<file path="config.mk">
export PLATFORM = sky130hd
export DESIGN_NAME = io_handshake
export DESIGN_NICKNAME = d
export VERILOG_FILES = /design/src/rtl/io_handshake.sv
export SDC_FILE = /design/constraint.sdc
export NUM_CORES = 1
export LEC_CHECK = 0
export CAP_MARGIN = 10
export CORE_ASPECT_RATIO = 0.9
export CORE_MARGIN = 10
export CORE_UTILIZATION = 30
export CTS_BUF_LIST = sky130_fd_sc_hd__clkbuf_16
export DETAILED_ROUTE_END_ITERATION = 12
export GPL_ROUTABILITY_DRIVEN = 0
export GPL_TIMING_DRIVEN = 0
export HOLD_SLACK_MARGIN = 0.1
export PLACE_DENSITY_LB_ADDON = 0.15
export SLEW_MARGIN = 20
export SYNTH_ARGS = -nofsm -noshare
export SYNTH_HDL_FRONTEND = slang
export SYNTH_SLANG_ARGS = --single-unit
export TNS_END_PERCENT = 1
</file>
<file path="constraint.sdc">
create_clock -name clock -period 2.3 [get_ports clock]
set_input_delay 0.345 -clock clock [delete_from_list [all_inputs] [get_ports clock]]
set_output_delay 0.345 -clock clock [all_outputs]
set_load 0.01 [all_outputs]
</file>
<file path="src/rtl/io_handshake.sv">
// Operator handshake for the processor's in/out stall: conditions the confirm
// button, then answers a pending in/out request with a single-cycle sinal pulse.
module io_handshake #(
    parameter int DATA_WIDTH      = 32,
    parameter int SW_WIDTH        = 16,
    parameter int DEBOUNCE_CYCLES = 4
) (
    input  logic                  clock,
    input  logic                  reset,
    input  logic                  in,
    input  logic                  out,
    input  logic [DATA_WIDTH-1:0] dado_out,
    input  logic [SW_WIDTH-1:0]   chave,
    input  logic                  botao,
    output logic                  sinal,
    output logic [DATA_WIDTH-1:0] dado_in,
    output logic [DATA_WIDTH-1:0] display,
    output logic                  aguardando
);

    localparam int CNT_W = (DEBOUNCE_CYCLES > 1) ? $clog2(DEBOUNCE_CYCLES) : 1;
    localparam logic [CNT_W-1:0] CNT_LAST = CNT_W'(DEBOUNCE_CYCLES - 1);

    typedef enum logic [1:0] {
        IDLE,
        WAIT_PRESS,
        ACK,
        WAIT_RELEASE
    } state_t;

    state_t                state_q, state_d;
    logic [1:0]            sync_q, sync_d;
    logic                  btn_db_q, btn_db_d;
    logic                  btn_prev_q, btn_prev_d;
    logic [CNT_W-1:0]      cnt_q, cnt_d;
    logic                  op_in_q, op_in_d;
    logic [DATA_WIDTH-1:0] dado_in_q, dado_in_d;
    logic [DATA_WIDTH-1:0] display_q, display_d;
    logic                  sinal_q, sinal_d;
    logic                  aguardando_q, aguardando_d;
    logic                  press;
    logic                  req_dropped;

    // Debounce: the level only moves after DEBOUNCE_CYCLES straight cycles of disagreement.
    always_comb begin
        sync_d     = {sync_q[0], botao};
        btn_db_d   = btn_db_q;
        btn_prev_d = btn_db_q;
        cnt_d      = '0;
        if (sync_q[1] != btn_db_q) begin
            if (cnt_q == CNT_LAST) begin
                btn_db_d = sync_q[1];
            end else begin
                cnt_d = cnt_q + CNT_W'(1);
            end
        end
    end

    assign press       = btn_db_q & ~btn_prev_q;
    assign req_dropped = op_in_q ? ~in : ~out;

    always_comb begin
        state_d   = state_q;
        op_in_d   = op_in_q;
        dado_in_d = dado_in_q;
        display_d = display_q;
        case (state_q)
            IDLE: begin
                if (in) begin
                    state_d = WAIT_PRESS;
                    op_in_d = 1'b1;
                end else if (out) begin
                    state_d   = WAIT_PRESS;
                    op_in_d   = 1'b0;
                    display_d = dado_out;
                end
            end
            WAIT_PRESS: begin
                if (req_dropped) begin
                    state_d = IDLE;
                end else if (press) begin
                    if (op_in_q) begin
                        dado_in_d = DATA_WIDTH'(chave);
                    end
                    state_d = ACK;
                end
            end
            ACK: begin
                state_d = WAIT_RELEASE;
            end
            WAIT_RELEASE: begin
                // A held button must be let go before another instruction can complete.
                if (!btn_db_q) begin
                    state_d = IDLE;
                end
            end
            default: begin
                state_d = IDLE;
            end
        endcase
        sinal_d      = (state_d == ACK);
        aguardando_d = (state_d == WAIT_PRESS);
    end

    always_ff @(posedge clock or negedge reset) begin
        if (!reset) begin
            state_q      <= IDLE;
            sync_q       <= '0;
            btn_db_q     <= 1'b0;
            btn_prev_q   <= 1'b0;
            cnt_q        <= '0;
            op_in_q      <= 1'b0;
            dado_in_q    <= '0;
            display_q    <= '0;
            sinal_q      <= 1'b0;
            aguardando_q <= 1'b0;
        end else begin
            state_q      <= state_d;
            sync_q       <= sync_d;
            btn_db_q     <= btn_db_d;
            btn_prev_q   <= btn_prev_d;
            cnt_q        <= cnt_d;
            op_in_q      <= op_in_d;
            dado_in_q    <= dado_in_d;
            display_q    <= display_d;
            sinal_q      <= sinal_d;
            aguardando_q <= aguardando_d;
        end
    end

    assign sinal      = sinal_q;
    assign dado_in    = dado_in_q;
    assign display    = display_q;
    assign aguardando = aguardando_q;

endmodule

</file>
# ---- After elaboration in Yosys (flattened, before gate mapping)
# Cells that the tools add are included.
dict set report op_classes {
  add_sub_neg 1
  eq_ne 7
  mux 11
  n_bitwise 5
  reduce_logical 6
}
# cell n
set op_table {}
lappend op_table {{2-bit 2-to-1 mux} 7}
lappend op_table {{2-bit == test (second input constant)} 4}
lappend op_table {{2-bit case mux with 4 select lines} 1}
lappend op_table {{2-bit by 1-bit == test with 1-bit output (second input constant)} 2}
lappend op_table {{1-bit NOT} 4}
lappend op_table {{2-bit AND reduction} 2}
lappend op_table {{4-bit AND reduction} 1}
lappend op_table {{1-bit 2-to-1 mux} 3}
lappend op_table {{3-bit AND reduction} 1}
lappend op_table {{2-bit by 1-bit adder with 2-bit output (second input constant)} 1}
lappend op_table {{2-bit logical NOT} 1}
lappend op_table {{2-bit nonzero test} 1}
lappend op_table {{1-bit AND} 1}
lappend op_table {{1-bit != test} 1}
dict set report totals {
  register_bits 59
  input_bits 53
}

# ---- Depth between registers and ports, before layout
dict set report depth {
  word_depth 6
  ltp_mapped 4
}

# ---- Least setup slack after synthesis
# Ideal clock, no wire load.
dict set report synth_path {
  path_type {register to register}
  start {register state_q[1]}
  end {register display_q[10] (netlist: display[10])}
  setup_time_ns 0.125
  arrival_time_ns 1.480
  path_slack_ns 0.695
  stages_incl_launch_ff 5
  path_buffers 1
  period_less_slack_ns 1.605
  path_cell_list {dfrtp_1 -> or3b_4 -> nor2_4 -> buf_6 -> mux2_2}
}
dict set report synth_via {
  elab_chain_cells 2
}
# item line_no
set synth_lines {}
lappend synth_lines {{start: declaration} 31} ;# state_t state_q, state_d;
lappend synth_lines {{start signal: assignment} 118} ;# state_q <= state_d;
lappend synth_lines {{2-bit logical NOT} 67} ;# case (state_q)
lappend synth_lines {{3-bit AND reduction (no line)} n/a}
lappend synth_lines {{end signal: assignment} 125} ;# display_q <= display_d;
lappend synth_lines {{end: declaration} 38} ;# logic [DATA_WIDTH-1:0] display_q, display_d;
# No other way between the ends.
# A chain may end at the register's enable or synchronous reset.

# ---- Final worst setup path
dict set report layout_path {
  start {input port in}
  end {register dado_in_q[7] (netlist: dado_in[7])}
}
dict set report layout_via {
  elab_chain_cells 4
}
# item line_no
set layout_lines {}
lappend layout_lines {{start: declaration} 10} ;# input logic in,
lappend layout_lines {{1-bit NOT (no line)} n/a}
lappend layout_lines {{1-bit 2-to-1 mux} 60} ;# assign req_dropped = op_in_q ? ~in : ~out;
lappend layout_lines {{1-bit NOT (no line)} n/a}
lappend layout_lines {{4-bit AND reduction (no line)} n/a}
lappend layout_lines {{end signal: assignment} 124} ;# dado_in_q <= dado_in_d;
lappend layout_lines {{end: declaration} 37} ;# logic [DATA_WIDTH-1:0] dado_in_q, dado_in_d;
# No other way between the ends.

==> results.yml <==
timing:
  setup_tns_ns: 0
  max-slew-margin-rel_pct: 64.5
  fmax_mhz: 538
  timing.final.setup_violations: 0
  period_share_pct: 80.8
  period_needed_ns: 1.86
  finClkSkew_ns: 0.00408
  drv_slew: 0
  tightest_slew_ns: 0.529
  rsz0062_at_grt: "false"
  hold_viol_final: 0
detailed_routing:
  drtIter0Drc: 44
  dr.pass1.iters: 4
  vias: 1562
  viasPerCell: 4.09
  routed_wl_mm: 5.81
  top_layer_used: "met4"
  ant_nets: 0
  wl_per_cell_um: 15.2
  route.detailed.drc: 0
  wl_met1_mm: 2.31
  met3WireLength_um: 451
  met2WireLength_mm: 2.96
hold_path:
  hp-start: "sync_q[0]"
  hold_class: "reg2reg"
placed_design:
  dp_hpwl_mm: 4.60
  placedCellCount: 365
  port_buffers: 102
power_and_ir_drop:
  power_leakage_uw: 0.00169
  peakVddDrop_uv: 609
  p_comb_share_pct: 39.1
  p_int_uw: 3780
  power_density_nw_per_um2: 1340
  power_frac_seq_pct: 34.7
  pwr-share-clk_pct: 26.2
  power.total_uw: 5210
  switching_share_pct: 27.4
  p_switching_uw: 1430
synth:
  synth_top_cells_by_area: "dfrtp_1, mux2_2, buf_4"
  avgSynthCellArea_sq_um: 15.6
  synthDistinctLibCells: 22
  synth_area_sq_um: 2360
  netlist_instances: 151
  yosysWarnings: 0
  ys_ff_latch: 59
  yosysTopAreaCell: "dfrtp_1"
  yosys.area.top_type_share_pct: 62.6
  ys_seq_area_share_pct: 62.6
floorplan:
  initial_core_util_pct: 31.1
  dieArea_sq_um: 11800
  io_pins: 119
  die_x_um: 113
  row_count: 30
  coreArea_sq_um: 7580
  dieHeight_um: 104
worst_setup_path:
  critPathLaunchType: "input pin"
  endpoint_kind: "register"
  worstPathArrival_ns: 2.05
  worst-setup-path-type: "in2reg"
  r2r-start: "btn_db_q"
  cp.required_ns: 2.50
  critPathLaunch: "in"
  critPathMaxFanout: 10
global_route:
  track_usage_pct: 10.2
  antenna_found_initial: 0
  grt_max_degree: 36
  grt_pass1_vias: 1673
  gr-total-overflow: 0
  grt_pass1_wl_mm: 9.58
cells_and_area:
  diodes: 0
  utilization_pct: 51.3
  finalNetCount: 335
  drive_gt1_share_pct: 30.4
  area_growth_pct: 65.0
  layout.cells.non_filler: 382
cts:
  cts.sinks: 59
  htreeDepth: 3
  cts-buffers-inserted: 9
  clk_pin_slew_ns: 0.05
  clock_latency_ns: 0.31
  cts_tree: "built"
  ctsLongestPathBuffers: 2
  clk_root_buffer_cell: "clkbuf_16"
outcome:
  outcome: "complete, no violations"
run:
  max-cap-violations: 0
[path summary, 6_finish.rpt]
check	endpoint	slack (ns)	cells past startpoint
setup / recovery	dado_in[7]	0.44	5
hold / removal	sync_q[1]	0.34	0
setup reg to reg	dado_in[7]	0.52	4
hold reg to reg	sync_q[1]	0.34	0
max in group asynchronous	dado_in[14]	1.32	3
min in group asynchronous	display[21]	0.48	2
[per-stage QoR]
step	hold slack (ns)	instance area (sq um)	setup WS (ns)
6_report	0.344	3890	0.441
5_1_grt	0.363	3890	0.359
4_1_cts	0.347	3890	0.416
3_5_place_dp	0.283	3570	0.0840
3_3_place_gp	0.334	3560	-1.17
2_1_floorplan	0.0494	2410	0.695
[power groups by stage]
stage                     registers (uW)  clock network (uW)  logic (uW)
after floorplan                     2030                   0         683
after global placement              1810                   0        2070
after detailed placement            1830                   0        2080
after CTS                           1820                1410        2090
after global routing                1880                1470        2200
final                               1810                1360        2040
[synth_stat cells]
master / instances
nor2_1: 3
or3b_4: 1
mux2_1: 2
nand3_1: 1
conb_1: 1
nor2_4: 1
o21ai_0: 2
xnor2_1: 1
nor4_4: 1
nor3_1: 1
dfrtp_1: 59
o211ai_1: 1
mux2_2: 48
ha_1: 1
nor2b_1: 2
inv_1: 1
nand2_1: 2
nand2b_1: 1
buf_4: 16
a22o_1: 1
buf_6: 4
o31ai_1: 1
[registers in the layout (all words and copies together), names as in the netlist]
register and flops:
btn_prev_q 1, cnt_q 2, op_in_q 1, sinal 1
display 32, state_q 2, aguardando 1, sync_q 2
dado_in 16, btn_db_q 1
[cell usage in the layout (no fill, tap or decap), drive strengths merged]
master,synthesis,final
a22o,1,1
buf,20,22
bufinv,0,2
clkbuf,0,9
clkdlybuf4s50,0,101
clkinv,0,5
conb,1,16
dfrtp,59,59
dlygate4sd3,0,1
ha,1,1
inv,1,1
mux2,50,50
nand2,2,2
nand2b,1,1
nand3,1,1
nor2,4,4
nor2b,2,2
nor3,1,1
nor4,1,1
o211ai,1,1
o21ai,2,2
o31ai,1,1
or3b,1,1
xnor2,1,1
[logic make-up (layout without fill, tap and decap cells)]
| group | after synthesis | in the layout | synth area share (%) |
|---|---|---|---|
| XOR/XNOR | 1 | 1 | 0.371 |
| multiplexers | 50 | 50 | 23.9 |
| AND/OR/NAND/NOR | 13 | 13 | 3.87 |
| adder cells (fa/ha/maj) | 1 | 1 | 0.530 |
| buffers and inverters | 21 | 141 | 7.16 |
| flip-flops | 59 | 59 | 62.6 |
| AO/OA/AOI/OAI | 5 | 5 | 1.43 |
| other | 1 | 16 | 0.159 |
[layout make-up]
class | count | area (sq um)
buffer | 20 | 165
timing repair buffer | 104 | 1050
multi-input combinational | 86 | 769
fill | 673 | 3690
clock inverter | 7 | 82.6
tap | 96 | 120
clock buffer | 9 | 225
sequential | 59 | 1480
inverter | 1 | 3.75
[metal layers]
metal / vias up / track usage, %
li1: 749 / -
met4: 0 / 3.80
met5: - / 0
met3: 7 / 4.79
met2: 55 / 17.1
met1: 751 / 10.8
[what timing repair did]
| action | 4_1_cts | 5_1_grt |
|---|---|---|
| gates resized for setup | 0 | 0 |
| hold endpoints to repair | 24 | 0 |
| hold buffers | 1 | 0 |
| setup buffers | 0 | 0 |
[worst max-delay path: stages]
cell and delay [ns]:
clkdlybuf4s50_1 0.59, nand2_1 0.13, nor4_4 0.41, buf_6 0.23
mux2_2 0.35
Power figures use the tool's default switching activity.
